`config.mk`:
```
export PLATFORM = sky130hd
export DESIGN_NAME = reg_dump_ctrl_flat
export DESIGN_NICKNAME = d
export VERILOG_FILES = /design/src/rtl/reg_dump_ctrl_if.sv /design/src/rtl/reg_dump_ctrl.sv /design/src/flat_wrapper.sv
export SDC_FILE = /design/constraint.sdc
export NUM_CORES = 1
export LEC_CHECK = 0
export CAP_MARGIN = 20
export CORE_MARGIN = 2
export CORE_UTILIZATION = 41
export CTS_CLUSTER_DIAMETER = 120
export DETAILED_ROUTE_END_ITERATION = 6
export MAX_ROUTING_LAYER = met4
export PLACE_DENSITY = 0.79
export SLEW_MARGIN = 20
export SYNTH_ARGS = -nofsm -noshare
export SYNTH_HDL_FRONTEND = slang
export SYNTH_SLANG_ARGS = --single-unit
```
`constraint.sdc`:
```
create_clock -name CLK -period 2 [get_ports CLK]
set_clock_uncertainty 0.2 [all_clocks]
set_input_delay 0.3 -clock CLK [delete_from_list [all_inputs] [get_ports CLK]]
set_output_delay 0.3 -clock CLK [all_outputs]
set_load 0.005 [all_outputs]
```
`src/rtl/reg_dump_ctrl_if.sv`:
```
`default_nettype none
// +----------------------------------------------------------------------------+
// | reg_dump_ctrl_if : register-file read port plus valid/ready dump stream.   |
// | Revision: 1.0                                                              |
// +----------------------------------------------------------------------------+
interface reg_dump_ctrl_if;
    logic [4:0]  ReadReg;
    logic [31:0] ReadData;
    logic        out_valid;
    logic        out_ready;
    logic [31:0] out_data;
    logic [4:0]  out_index;
    logic        out_last;

    modport master (
        output ReadReg,
        input  ReadData,
        output out_valid,
        input  out_ready,
        output out_data,
        output out_index,
        output out_last
    );

    modport slave (
        input  ReadReg,
        output ReadData,
        input  out_valid,
        output out_ready,
        input  out_data,
        input  out_index,
        input  out_last
    );
endinterface
`default_nettype wire

```
`src/rtl/reg_dump_ctrl.sv`:
```
`default_nettype none
// +----------------------------------------------------------------------------+
// | reg_dump_ctrl : streams registers FIRST_REG..LAST_REG out over valid/ready.|
// | Optional macro REG_DUMP_CHKSUM_EN appends an XOR checksum word.            |
// | Revision: 1.0                                                              |
// +----------------------------------------------------------------------------+
module reg_dump_ctrl #(
    parameter int FIRST_REG = 0,
    parameter int LAST_REG  = 31
) (
    input  wire logic        CLK,
    input  wire logic        RST,
    input  wire logic        start,
    input  wire logic        abort,
    output logic             busy,
    output logic             done,
    reg_dump_ctrl_if.master  bus
);

    localparam logic [1:0] c_IDLE = 2'd0;
    localparam logic [1:0] c_LOAD = 2'd1;
    localparam logic [1:0] c_SEND = 2'd2;
`ifdef REG_DUMP_CHKSUM_EN
    localparam logic [1:0] c_CHK  = 2'd3;
`endif

    localparam logic [4:0] c_FIRST = 5'(FIRST_REG);
    localparam logic [4:0] c_LAST  = 5'(LAST_REG);

    logic [1:0]  r_state;
    logic [4:0]  r_idx;
    logic        r_outValid;
    logic [31:0] r_outData;
    logic [4:0]  r_outIndex;
    logic        r_outLast;
    logic        r_done;
`ifdef REG_DUMP_CHKSUM_EN
    logic [31:0] r_chksum;
`endif

    logic w_isLast;
    logic w_accept;

    assign w_isLast = (r_idx == c_LAST);
    assign w_accept = r_outValid && bus.out_ready;

    always_ff @(posedge CLK or negedge RST) begin
        if (!RST) begin
            r_state    <= c_IDLE;
            r_idx      <= c_FIRST;
            r_outValid <= 1'b0;
            r_outData  <= '0;
            r_outIndex <= '0;
            r_outLast  <= 1'b0;
            r_done     <= 1'b0;
`ifdef REG_DUMP_CHKSUM_EN
            r_chksum   <= '0;
`endif
        end else begin
            r_done <= 1'b0;
            case (r_state)
                c_IDLE: begin
                    if (start && !abort) begin
                        r_idx   <= c_FIRST;
                        r_state <= c_LOAD;
`ifdef REG_DUMP_CHKSUM_EN
                        r_chksum <= '0;
`endif
                    end
                end
                c_LOAD: begin
                    if (abort) begin
                        r_state    <= c_IDLE;
                        r_outValid <= 1'b0;
                    end else begin
                        r_outData  <= bus.ReadData;
                        r_outIndex <= r_idx;
                        r_outValid <= 1'b1;
                        r_state    <= c_SEND;
`ifdef REG_DUMP_CHKSUM_EN
                        // The checksum word carries out_last instead.
                        r_outLast  <= 1'b0;
                        r_chksum   <= r_chksum ^ bus.ReadData;
`else
                        r_outLast  <= w_isLast;
`endif
                    end
                end
                c_SEND: begin
                    // Abort takes priority over a coincident accept.
                    if (abort) begin
                        r_state    <= c_IDLE;
                        r_outValid <= 1'b0;
                    end else if (w_accept) begin
                        r_outValid <= 1'b0;
                        if (!w_isLast) begin
                            r_idx   <= r_idx + 5'd1;
                            r_state <= c_LOAD;
                        end else begin
`ifdef REG_DUMP_CHKSUM_EN
                            r_state <= c_CHK;
`else
                            r_state <= c_IDLE;
                            r_done  <= 1'b1;
`endif
                        end
                    end
                end
`ifdef REG_DUMP_CHKSUM_EN
                c_CHK: begin
                    // First cycle presents the checksum, later cycles wait for accept.
                    if (abort) begin
                        r_state    <= c_IDLE;
                        r_outValid <= 1'b0;
                    end else if (!r_outValid) begin
                        r_outData  <= r_chksum;
                        r_outIndex <= '0;
                        r_outLast  <= 1'b1;
                        r_outValid <= 1'b1;
                    end else if (bus.out_ready) begin
                        r_outValid <= 1'b0;
                        r_state    <= c_IDLE;
                        r_done     <= 1'b1;
                    end
                end
`endif
                default: begin
                    r_state    <= c_IDLE;
                    r_outValid <= 1'b0;
                end
            endcase
        end
    end

    assign busy          = (r_state != c_IDLE);
    assign done          = r_done;
    assign bus.ReadReg   = r_idx;
    assign bus.out_valid = r_outValid;
    assign bus.out_data  = r_outData;
    assign bus.out_index = r_outIndex;
    assign bus.out_last  = r_outLast;

endmodule
`default_nettype wire

```
`src/flat_wrapper.sv`:
```
// flat-port wrapper written by rule: the top's interface ports become plain ports
module reg_dump_ctrl_flat 
#(
    parameter int FIRST_REG = 0,
    parameter int LAST_REG  = 31
)
  (CLK, RST, start, abort, busy, done, bus_ReadReg, bus_ReadData, bus_out_valid, bus_out_ready, bus_out_data, bus_out_index, bus_out_last);
  reg_dump_ctrl_if bus_i ();
  input  wire logic CLK;
  input  wire logic RST;
  input  wire logic start;
  input  wire logic abort;
  output logic busy;
  output logic done;
  output wire logic [$bits(bus_i.ReadReg)-1:0] bus_ReadReg;
  input wire logic [$bits(bus_i.ReadData)-1:0] bus_ReadData;
  output wire logic [$bits(bus_i.out_valid)-1:0] bus_out_valid;
  input wire logic [$bits(bus_i.out_ready)-1:0] bus_out_ready;
  output wire logic [$bits(bus_i.out_data)-1:0] bus_out_data;
  output wire logic [$bits(bus_i.out_index)-1:0] bus_out_index;
  output wire logic [$bits(bus_i.out_last)-1:0] bus_out_last;
  assign bus_ReadReg = bus_i.ReadReg;
  assign bus_i.ReadData = bus_ReadData;
  assign bus_out_valid = bus_i.out_valid;
  assign bus_i.out_ready = bus_out_ready;
  assign bus_out_data = bus_i.out_data;
  assign bus_out_index = bus_i.out_index;
  assign bus_out_last = bus_i.out_last;
  reg_dump_ctrl #(.FIRST_REG(FIRST_REG), .LAST_REG(LAST_REG)) u_core (.CLK(CLK), .RST(RST), .start(start), .abort(abort), .busy(busy), .done(done), .bus(bus_i));
endmodule
```
==> flow_metrics.py, run 1 <==
metrics = {
    "pwr": {
        "power_frac_comb_pct": 31.3,
        "p_sw_mw": 0.662,
        "p_int_mw": 2.00,
        "power_mw": 2.67,
        "switching_share_pct": 24.8,
        "power_density_nw_per_um2": 891,
        "p_seq_share_pct": 48.2,
        "peakVddDrop_mv": 0.579,
        "p_clk_share_pct": 20.5,
        "power.leakage_nw": 1.29,
    },
    "worst_setup_path": {
        "endpoint_kind": "flip-flop",
        "cp.required_ns": 1.98,
        "ff2ff_path_depth": 6,
        "cp-start-kind": "flip-flop",
        "path_class": "reg2reg",
        "timing.rr.start": "u_core.bus.ReadReg[0]",
        "reg2reg_slack_ns": 0.07,
        "worst_ep_arrival_time_ns": 1.90,
        "reg2reg_to": "u_core.bus.ReadReg[3]",
        "path_max_fanout": 3,
    },
    "clock_tree": {
        "cts_tree": "done",
        "numCtsBuffers": 5,
        "cts_max_level": 2,
        "clockBufferDepth": 2,
        "ctsRootBufferMaster": "clkbuf_8",
        "clock_latency_ns": 0.29,
        "clkTransAtPathRegs_ns": 0.08,
        "cts_sinks": 47,
    },
    "sta": {
        "fin_crit_sh_pct": 96.3,
        "setup_tns_ns": 0,
        "period_needed_ns": 1.93,
        "finalHoldViolations": 0,
        "worstMarginPinSlew_ns": 0.645,
        "max_freq_ghz": 0.519,
        "slew_headroom_pct": 57.0,
        "finalMaxSlewViolations": 0,
        "setup_violations": 0,
    },
    "synth": {
        "ys_seq_elements": 47,
        "netlist.area_leader.share_pct": 60.9,
        "synth_warnings": 0,
        "yosys-top-cells-count": "47 x dfrtp_1, 29 x mux2_2, 9 x mux2_1, 6 x nand2_1, 4 x nor2b_1",
        "synth-async-reset-ratio_pct": 100,
        "yosysMostFrequentCell": "dfrtp_1",
        "seq_area_frac_synth_pct": 60.9,
        "synth_edf_count": 0,
        "synth_cell_type_count": 30,
        "yosysTopAreaCell": "dfrtp_1",
        "synthTopCellsByArea": "dfrtp_1 61%, mux2_2 17%, mux2_1 5.2%",
        "postSynthCellCount": 131,
        "netlist_area_um2": 1930,
        "synth_ff_type": "dfrtp_1",
        "syn_avg_cell_area_um2": 14.7,
        "synth_nets": 171,
    },
    "min_path": {
        "worstHoldStart": "u_core.bus.out_data[4]",
        "holdPathStages": 1,
        "hold_path_end": "u_core.bus.out_data[4]",
        "hold_path.class": "reg2reg",
    },
    "global_routing": {
        "grt_first_pass_wirelength_mm": 7.42,
        "grt-ovfl-total": 0,
        "grt_util_all_layers_pct": 19.2,
        "antenna_found_initial": 0,
        "grt_start_max_net_pins": 29,
        "grt_pass1_vias": 1543,
    },
    "die": {
        "coreArea_um2": 4440,
        "die-area_um2": 5270,
        "pin_count": 83,
        "start_util_pct": 43.4,
        "die_w_um": 72.6,
        "dieHeight_um": 72.6,
        "rows": 24,
    },
    "final_layout": {
        "layout.core_utilization_pct": 67.3,
        "fillers": 321,
        "nets": 266,
        "synthToLayoutAreaGrowth_pct": 55.0,
        "num_antenna_cells": 0,
        "finalInstanceArea_um2": 2990,
        "drive_above_1_share_pct": 24.7,
    },
    "run": {
        "max_cap_viol_count": 0,
    },
    "detailed_routing": {
        "drtPass1Iterations": 5,
        "vias": 1425,
        "final_antenna_net_count": 0,
        "finalWirelength_mm": 4.57,
        "wl_per_cell_um": 16.4,
        "vias_per_cell": 5.11,
        "drt-initial-drc-count": 40,
        "drc": 0,
    },
    "placement": {
        "portBuffers": 82,
        "place_congestion": 0.842,
        "placed_area_um2": 2850,
        "place_hpwl_mm": 3.34,
    },
    "run_status": {
        "status": "finished, final reports clean",
    },
}
worst max-delay path, cell delays in order, from the launching register on:
cell and delay [ns]:
dfrtp_1 0.40, ha_1 0.24, and3_4 0.20, ha_2 0.19, nand4bb_4 0.24, o21ai_2 0.22, o221ai_2 0.12
cell type report:
cell class	instances	area, µm²	share of cell area (%)
clock inverter	1	5.00	0.167
multi-input combinational	78	752	25.1
sequential	47	1180	39.4
tap	52	65.1	2.17
clock buffer	7	76.3	2.55
inverter	2	7.51	0.251
timing repair buffer	92	908	30.4
state kept, by name, indices dropped and copies added, names as in the netlist:
| register | cells |
|---|---|
| u_core.bus.out_data | 32 |
| u_core.bus.ReadReg | 5 |
| u_core.bus.out_index | 5 |
| u_core.r_state | 2 |
| u_core.bus.out_last | 1 |
| u_core.bus.out_valid | 1 |
| u_core.done | 1 |
how the worst max path moves through the flow:
stage                                     start                       to
after CTS                 u_core.bus.ReadReg[0]    u_core.bus.ReadReg[3]
final                     u_core.bus.ReadReg[0]    u_core.bus.ReadReg[3]
after global routing      u_core.bus.ReadReg[0]    u_core.bus.ReadReg[0]
after global placement                    abort  u_core.bus.out_data[12]
after detailed placement                  abort  u_core.bus.out_data[12]
after floorplan           u_core.bus.ReadReg[0]    u_core.bus.ReadReg[3]
cells in the final DEF (no fill, tap or decap), drive strengths merged, types with 2 or more instances in the layout:
cell,n
clkdlybuf4s50,80
nand3,2
o211ai,2
buf,10
o21ai,2
and3,2
mux2,38
dfrtp,47
clkbuf,7
nor2b,4
ha,3
nand2,6
inv,2
nand2b,3
a21oi,2
power by group through the flow:
| stage | registers [mW] | clock network [mW] | logic [mW] |
|---|---|---|---|
| 2_1_floorplan | 1.31 | 0 | 0.227 |
| 3_3_place_gp | 1.29 | 0 | 0.806 |
| 3_5_place_dp | 1.30 | 0 | 0.828 |
| 4_1_cts | 1.29 | 0.569 | 0.846 |
| 5_1_grt | 1.32 | 0.620 | 0.896 |
| 6_report | 1.28 | 0.547 | 0.835 |
what timing repair did:
item                                   CTS  global route
pin swaps                                2             1
setup buffers                            2             0
setup endpoints to repair                2             4
endpoints found under the hold margin   27             0
gates resized for setup                  4             5
hold buffers                             1             0
cell families after synthesis:
logic type	after synthesis	share of synthesized area, %
adder cells (fa/ha/maj)	3	1.94
multiplexers	39	22.7
AO/OA/AOI/OAI	10	3.56
flip-flops	47	60.9
AND/OR/NAND/NOR	26	8.55
buffers and inverters	6	2.33
metal layers:
metal  track usage (%)  wire (µm)  part of all wire, %  vias up
met5                 -          0                    0        -
met4              4.94         34                 0.74        0
met3              5.94        310                  6.8        4
met2              32.4       2330                   51       64
met1              22.5       1890                   41      698
li1                  -          -                    -      659
metrics by stage:
stage	worst slack (ns)	hold slack (ns)	instances
floorplan	0.138	-0.196	131
global placement	0.0652	0.144	268
detailed placement	0.00559	0.163	268
CTS	0.0191	0.296	279
global route	-0.000795	0.300	279
finish	0.0739	0.290	279
No activity file was read; power rests on OpenSTA's default activity.
==> inputs of run 2 (changes only) <==
- CORE_ASPECT_RATIO: unset -> 0.6
==> flow_metrics.py, run 2 (same netlist as run 1, synthesis figures left out) <==
metrics = {
    "run_status": {
        "status": "finished, final reports clean",
    },
    "detailed_routing": {
        "vias_per_cell": 4.91,
        "vias": 1425,
        "final_antenna_net_count": 0,
        "wl_per_cell_um": 14.5,
        "drc": 0,
        "finalWirelength_mm": 4.21,
        "drt-initial-drc-count": 20,
        "drtPass1Iterations": 4,
    },
    "sta": {
        "setup_ws_ns": 0.0514,
        "slew_headroom_pct": 61.2,
        "max_freq_ghz": 0.513,
        "rsz0062_at_grt": "false",
        "setup_tns_ns": 0,
        "period_needed_ns": 1.95,
        "worstMarginPinSlew_ns": 0.581,
        "finalHoldViolations": 0,
        "setup_violations": 0,
        "fin_crit_sh_pct": 97.4,
        "hold_ws_ns": 0.294,
        "finalMaxSlewViolations": 0,
    },
    "pwr": {
        "power_density_nw_per_um2": 884,
        "p_sw_mw": 0.643,
        "power_frac_comb_pct": 30.9,
        "power_mw": 2.68,
        "p_seq_share_pct": 47.9,
        "p_int_mw": 2.03,
        "power.leakage_nw": 1.29,
        "peakVddDrop_mv": 0.441,
        "p_clk_share_pct": 21.2,
        "switching_share_pct": 24.0,
    },
    "clock_tree": {
        "clock_latency_ns": 0.29,
        "numCtsBuffers": 5,
        "clkTransAtPathRegs_ns": 0.08,
        "clockBufferDepth": 2,
        "cts_sinks": 47,
        "cts_max_level": 2,
        "cts_tree": "done",
        "ctsRootBufferMaster": "clkbuf_8",
    },
    "global_routing": {
        "grt_start_max_net_pins": 48,
        "grt_pass1_vias": 1343,
        "grt_util_all_layers_pct": 17.0,
        "grt-ovfl-total": 0,
        "grt_first_pass_wirelength_mm": 6.67,
        "antenna_found_initial": 0,
    },
    "final_layout": {
        "fin_cells": 290,
        "num_antenna_cells": 0,
        "layout_commonest_cell": "clkdlybuf4s50_1",
        "final_cell_mix": "81 x clkdlybuf4s50_1, 45 x dfrtp_1, 29 x mux2_2",
        "layout.core_utilization_pct": 66.7,
        "drive_above_1_share_pct": 24.2,
        "largest_register_ffs": 32,
        "finalInstanceArea_um2": 3030,
        "nets": 267,
        "synthToLayoutAreaGrowth_pct": 56.8,
    },
    "worst_setup_path": {
        "cp-start-kind": "flip-flop",
        "cp.required_ns": 1.50,
        "critical_path.n_buffers_inverters": 1,
        "path_cells": "or2_2 > clkdlybuf4s50_1",
        "worst_ep_arrival_time_ns": 1.45,
        "path_delay_family": "buffers and inverters",
        "max_stage_delay_ns": 0.45,
        "path_class": "reg2out",
        "endpoint_kind": "output port",
        "critPathSlowestCell": "clkdlybuf4s50_1",
        "path_max_fanout": 2,
    },
    "placement": {
        "place_congestion": 0.794,
        "place_hpwl_mm": 2.97,
        "placed_area_um2": 2880,
        "place_inst": 280,
        "portBuffers": 82,
        "pre_cts_ws_ns": 0.0190,
    },
    "die": {
        "die_w_um": 92.6,
        "dieHeight_um": 57.2,
        "die-area_um2": 5290,
        "start_util_pct": 42.5,
        "coreArea_um2": 4540,
        "rows": 19,
        "pin_count": 83,
    },
    "run": {
        "max_cap_viol_count": 0,
    },
    "min_path": {
        "hold_path.class": "reg2reg",
    },
}
run 2: timing repair:
action                                  in CTS  in global routing
buffers inserted                             2                  0
endpoints found under the hold margin       47                  0
pin swaps                                    0                  3
endpoints found under the setup margin       1                  5
resized for setup                            2                  4
hold buffers                                 1                  0
run 2: metal layers:
layer	track usage [%]	vias to the layer above	part of all wire, %
met5	-	-	0
met4	5.76	0	0.90
met3	5.55	5	8.7
met2	24.0	65	42
met1	23.4	695	48
li1	-	660	-
run 2: final cells by class:
type	instances	area [µm²]
clock buffer	6	82.6
fill	361	1510
clock inverter	1	5.00
sequential	47	1180
tap	63	78.8
inverter	2	7.51
timing repair buffer	93	926
multi-input combinational	78	748
run 2: path summary, 6_finish.rpt:
kind / startpoint / endpoint / slack (ns) / cells past startpoint
setup / recovery: u_core.r_state[0] / busy / 0.05 / 2
hold / removal: u_core.bus.out_index[0] / u_core.bus.out_index[0] / 0.29 / 1
setup reg to reg: u_core.bus.ReadReg[0] / u_core.bus.ReadReg[3] / 0.10 / 6
hold reg to reg: u_core.bus.out_index[0] / u_core.bus.out_index[0] / 0.29 / 1
max in group asynchronous: RST / u_core.r_state[0] / 0.75 / 3
min in group asynchronous: RST / u_core.bus.out_data[11] / 0.42 / 3
run 2: power by group through the flow:
stage,logic (mW),clock network (mW),registers (mW)
global route,0.891,0.637,1.31
CTS,0.835,0.586,1.28
detailed placement,0.820,0,1.30
finish,0.828,0.566,1.28
global placement,0.813,0,1.29
floorplan,0.227,0,1.31
